===== src/rtl/regfile_wb_sink.sv =====
// 32x32 RV32I register file fed by the writeback stage; two registered read ports.
// Read latency is 1 cycle; writes are never stalled. REGFILE_BYPASS_EN selects write-first reads.
module regfile_wb_sink #(
    parameter int XLEN  = 32,
    parameter int NREGS = 32,
    localparam int AW   = $clog2(NREGS)
) (
    input  logic            clk,
    input  logic            reset,
    input  logic [AW-1:0]   rw_in,
    input  logic [XLEN-1:0] writedata_in,
    input  logic [AW-1:0]   rs1_addr,
    input  logic [AW-1:0]   rs2_addr,
    input  logic            rd_en,
    output logic [XLEN-1:0] rs1_data,
    output logic [XLEN-1:0] rs2_data,
    output logic            rd_valid,
    output logic [31:0]     wr_count
);

    // x0 has no storage; address 0 is decoded to zero on the read side.
    logic [XLEN-1:0] r_regs [1:NREGS-1];
    logic [XLEN-1:0] r_rs1_data;
    logic [XLEN-1:0] r_rs2_data;
    logic            r_rd_valid;
    logic [31:0]     r_wr_count;

    logic            w_wr_en;
    logic            w_byp1;
    logic            w_byp2;
    logic [XLEN-1:0] w_rs1_val;
    logic [XLEN-1:0] w_rs2_val;

    assign w_wr_en = (rw_in != '0);

`ifdef REGFILE_BYPASS_EN
    assign w_byp1 = w_wr_en && (rw_in == rs1_addr);
    assign w_byp2 = w_wr_en && (rw_in == rs2_addr);
`else
    assign w_byp1 = 1'b0;
    assign w_byp2 = 1'b0;
`endif

    always_comb begin
        w_rs1_val = '0;
        if (rs1_addr != '0) begin
            w_rs1_val = w_byp1 ? writedata_in : r_regs[rs1_addr];
        end
    end

    always_comb begin
        w_rs2_val = '0;
        if (rs2_addr != '0) begin
            w_rs2_val = w_byp2 ? writedata_in : r_regs[rs2_addr];
        end
    end

    always_ff @(posedge clk or posedge reset) begin
        if (reset) begin
            for (int i = 1; i < NREGS; i++) begin
                r_regs[i] <= '0;
            end
            r_wr_count <= '0;
        end else if (w_wr_en) begin
            r_regs[rw_in] <= writedata_in;
            r_wr_count    <= r_wr_count + 32'd1;
        end
    end

    // Read data holds while rd_en is low; only the valid flag drops.
    always_ff @(posedge clk or posedge reset) begin
        if (reset) begin
            r_rs1_data <= '0;
            r_rs2_data <= '0;
            r_rd_valid <= 1'b0;
        end else begin
            r_rd_valid <= rd_en;
            if (rd_en) begin
                r_rs1_data <= w_rs1_val;
                r_rs2_data <= w_rs2_val;
            end
        end
    end

    assign rs1_data = r_rs1_data;
    assign rs2_data = r_rs2_data;
    assign rd_valid = r_rd_valid;
    assign wr_count = r_wr_count;

endmodule


===== config.mk =====
export PLATFORM = sky130hd
export DESIGN_NAME = regfile_wb_sink
export DESIGN_NICKNAME = d
export VERILOG_FILES = /design/src/rtl/regfile_wb_sink.sv
export SDC_FILE = /design/constraint.sdc
export NUM_CORES = 2
export LEC_CHECK = 0
export BUFFER_PORTS_ARGS = -buffer_cell sky130_fd_sc_hd__buf_2
export CAP_MARGIN = 20
export CORE_MARGIN = 1.5
export CORE_UTILIZATION = 59
export CTS_CLUSTER_SIZE = 30
export DETAILED_ROUTE_END_ITERATION = 8
export PLACE_DENSITY = 0.8
export SLEW_MARGIN = 25
export SYNTH_ARGS = -nofsm -noshare
export SYNTH_HDL_FRONTEND = slang
export SYNTH_SLANG_ARGS = --single-unit

===== constraint.sdc =====
create_clock -name clk -period 103.1 [get_ports clk]
set_input_delay 15.465 -clock clk [delete_from_list [all_inputs] [get_ports clk]]
set_output_delay 15.465 -clock clk [all_outputs]
set_load 0.01 [all_outputs]

== Word-level counts from Yosys, hierarchy flattened ==
Index checks and enable logic that the tools add are counted.

* Add/subtract/negate cells: 1
* Magnitude comparators: 4
* Multiplexer cells: 11
* Bitwise gates (word level): 3
* Reductions and logical operators: 4

{| class="wikitable"
|+ Operators with widths
! kind !! count
|-
| $bwmux 992 || 1
|-
| $bmux 32 s5 || 2
|-
| $mux 32 || 7
|-
| $demux 32 s5 || 1
|-
| $add 32x1->32 const B || 1
|-
| $ge 6x6->1 const B || 3
|-
| $not 5->6 || 3
|-
| $reduce_bool 5->1 || 3
|-
| $lt 6x1->1 const B || 1
|-
| $logic_and 1x1->1 || 1
|}

* Register bits: 1089
* Bits of input ports: 50
* Output and inout port bits: 97

== Depth between registers and ports, before layout ==
* Depth after elaboration: 6
* Depth in mapped cells: 8

== Least setup slack after synthesis ==
OpenSTA, ideal clock, no wires.

* Path kind: input to register
* Start: input rs1_addr[1]
* End: register r_rs1_data[1] (netlist: rs1_data[1])
* Library setup time: 0.126 ns
* Arrival time: 16.878 ns
* Required time: 102.974 ns
* Setup slack: 86.095 ns
* Stages on the path: 7
* Path buffers: 3
* Cells stage by stage: buf_2 buf_2 clkbuf_1 mux4_2 a22o_1 a21oi_1 nand3_1

* Cells in the longest elaborated chain, start to end: 5
* Elaborated cells between the ends (all ways): 6

{| class="wikitable"
|+ RTL lines
! item !! RTL line !! RTL
|-
| start, declared || 12 || <nowiki>input logic [AW-1:0] rs1_addr,</nowiki>
|-
| $not 5->6 (implied by the code) || 47 || <nowiki>w_rs1_val = w_byp1 ? writedata_in : r_regs[rs1_addr];</nowiki>
|-
| $bmux 32 s5 || 47 ||
|-
| $mux 32 (implied by the code) (2 in series) || 47 ||
|-
| $mux 32 * || 46 || <nowiki>if (rs1_addr != '0) begin</nowiki>
|-
| end signal, assigned || 79 || <nowiki>r_rs1_data <= w_rs1_val;</nowiki>
|-
| end, declared || 23 || <nowiki>logic [XLEN-1:0] r_rs1_data;</nowiki>
|}

Every way passes the cells marked *; elsewhere a longest branch is shown, timed or not. The select of a mux whose other input is x is not followed.
A chain may end at the register's enable or synchronous reset.

==> results_tabular.tex <==
\begin{tabular}{lr}
\hline
Metric & Value \\
\hline
\multicolumn{2}{l}{\textbf{Worst setup path}} \\
\quad Required time reported for the critical path endpoint & around 100 ns \\
\quad Kind of end point of the critical path & asynchronous set/reset pin \\
\quad Data arrival at the endpoint of the critical path & 19.31 ns \\
\quad Reg-to-reg critical path startpoint & wr\_count[0]\$\_DFFE\_PP0P\_ \\
\quad Reg2reg setup slack & around 100 ns \\
\quad Crit Path Max Fanout & approximately 160 \\
\quad Startpoint class of the critical path & primary input \\
\quad Depth of the worst register-to-register path & 5 \\
\quad End of the worst register-to-register path & wr\_count[26]\$\_DFFE\_PP0P\_ \\
\quad Crit Path Class & primary input to asynchronous set/reset pin \\
\multicolumn{2}{l}{\textbf{Yosys}} \\
\quad Cell type with the highest aggregate area in the netlist & dfrtp\_1 \\
\quad Area fraction in and, or, nand and nor cells after synthesis & 3.355\% \\
\quad Share of the yosys chip area belonging to registers & between 40\% and 50\% \\
\quad Post-synth ARST share & 100.0\% \\
\quad Count of different cell masters after synthesis & 48 \\
\quad Most frequently used flop master after synthesis & dfrtp\_1 \\
\quad Average instance area after synthesis & 14.05 sq um \\
\quad Number of flip-flops and latches in the synthesized netlist & 1089 \\
\quad Post-synth top area share & around half \\
\quad Area share of xor/xnor cells in the synthesized design & 0.4786\% \\
\quad Mapped Cells & 4038 \\
\quad Combinational family with the most area after synthesis & multiplexers \\
\quad Top-count cell post-synth & mux2\_2 \\
\quad Fraction of the mapped netlist area in compound gates & $\sim$5.2\% \\
\quad EDFF count, synth & 0 \\
\quad Most numerous cell types in the synthesized netlist & 1240 x mux2\_2, 1089 x dfrtp\_1, 310 x mux4\_2 \\
\quad Syn Std Cell Area & around 0.057 sq mm \\
\quad Multiplexer share of the synthesized area & 39.64\% \\
\quad Synth top area cells & dfrtp\_1 48\%, mux2\_2 25\%, mux4\_2 12\% \\
\quad Syn Nets & slightly above 4000 \\
\quad Adder-cell area share of the yosys netlist & less than 1\% \\
\quad Total of warnings raised by yosys & 0 \\
\multicolumn{2}{l}{\textbf{Drt}} \\
\quad Number of vias per cell & slightly above 7 \\
\quad DRT antenna net count & 0 \\
\quad Number of violations reported at the end of detailed-routing iteration 0 & between 3000 and 4000 \\
\quad Number of iterations in the first detailed-routing pass & 8 \\
\quad Final routed DRC violation total & 0 \\
\quad Routed WL per cell & just over 30 um \\
\quad Vias & 37800 \\
\quad Wire length after detailed routing & 164.0 mm \\
\multicolumn{2}{l}{\textbf{Clocking}} \\
\quad CTS H-Tree Depth & 3 \\
\quad Post-CTS resize count & 0 \\
\quad CTS buffer count & about 110 \\
\quad Post-CTS Setup Repair Bufs & 0 \\
\quad Hold-fix buffers at CTS & 0 \\
\quad Clk slew on worst S/H paths & $\sim$0.06 ns \\
\quad Worst skew pair latency & 0.71 ns \\
\quad Buffer levels on the longest clock path & 3 \\
\quad Clk root buf & clkbuf\_16 \\
\quad Count of clock tree sinks & between 1000 and 1500 \\
\quad TritonCTS clock tree & yes \\
\multicolumn{2}{l}{\textbf{Run status}} \\
\quad Result of the run & finished, final reports clean \\
\multicolumn{2}{l}{\textbf{Hold path}} \\
\quad Worst min-delay path category & flip-flop to flip-flop \\
\quad Sink of the worst hold path & wr\_count[31]\$\_DFFE\_PP0P\_ \\
\quad Hold-critical path depth & 1 \\
\quad Source of the worst hold timing path & wr\_count[31]\$\_DFFE\_PP0P\_ \\
\multicolumn{2}{l}{\textbf{Timing}} \\
\quad Worst Skew & 0.01710 ns \\
\quad Final setup fails & 0 \\
\quad Fin Hold WS & 0.4739 ns \\
\quad Sum Neg Setup Slack & 0 ns \\
\quad Normalized max-slew margin & around a fifth \\
\quad Final Slew Violations & 0 \\
\quad Setup repair after global routing missed its margin & false \\
\quad Maximum clock frequency & about 0.054 GHz \\
\quad Final Hold Viols & 0 \\
\quad Part of the cycle the worst path needs & 18.06\% \\
\quad Pin slew with the least headroom to its limit & between 1 and 1.5 ns \\
\quad Time the worst path needs with I/O delays and setup & $\sim$19 ns \\
\multicolumn{2}{l}{\textbf{Floorplanning}} \\
\quad Chip Height & 313.1 um \\
\quad Placeable core region & 0.09515 sq mm \\
\quad Die Footprint & 0.09801 sq mm \\
\quad Starting utilization of the core area & 59.61\% \\
\quad Die Wd & 313.1 um \\
\quad Number of top-level design ports & 147 \\
\quad Row count & 113 \\
\multicolumn{2}{l}{\textbf{Finish}} \\
\quad Final standard cell area without fillers & 0.06196 sq mm \\
\quad Share of final-layout standard cells stronger than drive strength 1 & 49.56\% \\
\quad Area delta synth->final & 9.227\% \\
\quad Post-Layout Cell Count & about 5300 \\
\quad Post-route core utilization & 65.11\% \\
\quad Net count, final & between 4000 and 5000 \\
\multicolumn{2}{l}{\textbf{Placement}} \\
\quad RD Place Congestion & 0.8121 \\
\quad Dpl hpwl & about 91 mm \\
\quad Area post-placement & 0.05815 sq mm \\
\quad Placed cell count & 5119 \\
\quad Count of port buffers added during placement & approximately 150 \\
\multicolumn{2}{l}{\textbf{GRT}} \\
\quad Wire length of the first global-routing pass & 244.9 mm \\
\quad Number of global-route vias before repair & 38520 \\
\quad Global route total overflow & 0 \\
\quad Global-route usage over all layers & roughly a third \\
\quad Maximum number of pins on one net before global-route repair & 159 \\
\quad Antenna violations before repair & 8 \\
\multicolumn{2}{l}{\textbf{Pwr}} \\
\quad Max rail drop VDD & 0.01664 mV \\
\quad Pwr per Cell Area & roughly 21 mW/mm\^{}2 \\
\quad Leakage & 0.02653 uW \\
\multicolumn{2}{l}{\textbf{Job}} \\
\quad Number of maximum-capacitance constraint violations & 0 \\
\hline
\end{tabular}
==> registers in the layout (all words and copies together), names as in the netlist <==
register / flops
r_regs: 992
wr_count: 32
rd_valid: 1
rs1_data: 32
rs2_data: 32
==> area by class of cell <==
type | count | area [sq um]
Timing Repair Buffer | 220 | 1386
Multi-Input combinational cell | 2535 | 27910
Clock inverter | 36 | 374.1
Fill cell | 6795 | 33190
Clock buffer | 170 | 3405
Inverter | 10 | 50.05
Tap cell | 1265 | 1583
Sequential cell | 1089 | 27250
Antenna cell | 1 | 2.502
==> kinds of logic after synthesis <==
| family | after synthesis |
|---|---|
| adder cells (fa/ha/maj) | 1 |
| multiplexers | 1703 |
| flip-flops | 1089 |
| AND/OR/NAND/NOR | 393 |
| XOR/XNOR | 31 |
| AO/OA/AOI/OAI | 407 |
| buffers and inverters | 414 |
==> critical path, stage by stage <==
cell      delay (ns)
buf_2           0.13
clkinv_8        0.46
buf_6           0.63
buf_4           0.82
buf_12          0.63
buf_4           0.83
==> stage by stage <==
| stage | total power, uW | setup slack [ns] |
|---|---|---|
| after floorplan | 800.7 | 56.98 |
| after global placement | 854.8 | 83.14 |
| after detailed placement | 872.1 | 83.14 |
| after global routing | 1338 | 83.92 |
| final | 1288 | 84.48 |
| after CTS | 1287 | 83.86 |
==> power by group <==
group          leakage (uW)  internal, uW  total (uW)  switching [uW]
Clock               0.00189           244         417             173
Sequential           0.0134           526         600            73.9
Combinational        0.0112           164         272             107
Total                0.0265           934        1290             355
==> worst max path at each step <==
stage | start | to
final | reset | wr_count[4]$_DFFE_PP0P_
after global routing | reset | wr_count[4]$_DFFE_PP0P_
after CTS | reset | wr_count[10]$_DFFE_PP0P_
after detailed placement | reset | wr_count[10]$_DFFE_PP0P_
after global placement | reset | wr_count[10]$_DFFE_PP0P_
after floorplan | reset | r_regs[0]$_DFFE_PP0P_
==> cell usage in the layout (no fill, tap or decap), drive strengths merged, types with 66 or more instances in the layout <==
cell    synthesis  routed
dfrtp        1089    1089
a211oi         66      66
mux2         1247    1247
clkbuf        190     174
o22ai         122     122
mux4          310     310
nand3          79      79
mux2i         146     146
nor2           97      97
nand2          97      97
buf           214     216
==> layer usage <==
metal | vias to the layer above | share of wire [%] | track usage [%]
met5 | - | 0.037 | 0
met3 | 437 | 9.7 | 8.092
li1 | 15250 | - | -
met1 | 20190 | 40 | 46.30
met4 | 10 | 4.3 | 13.61
met2 | 1913 | 46 | 50.99
No activity file was read; power rests on OpenSTA's default activity.
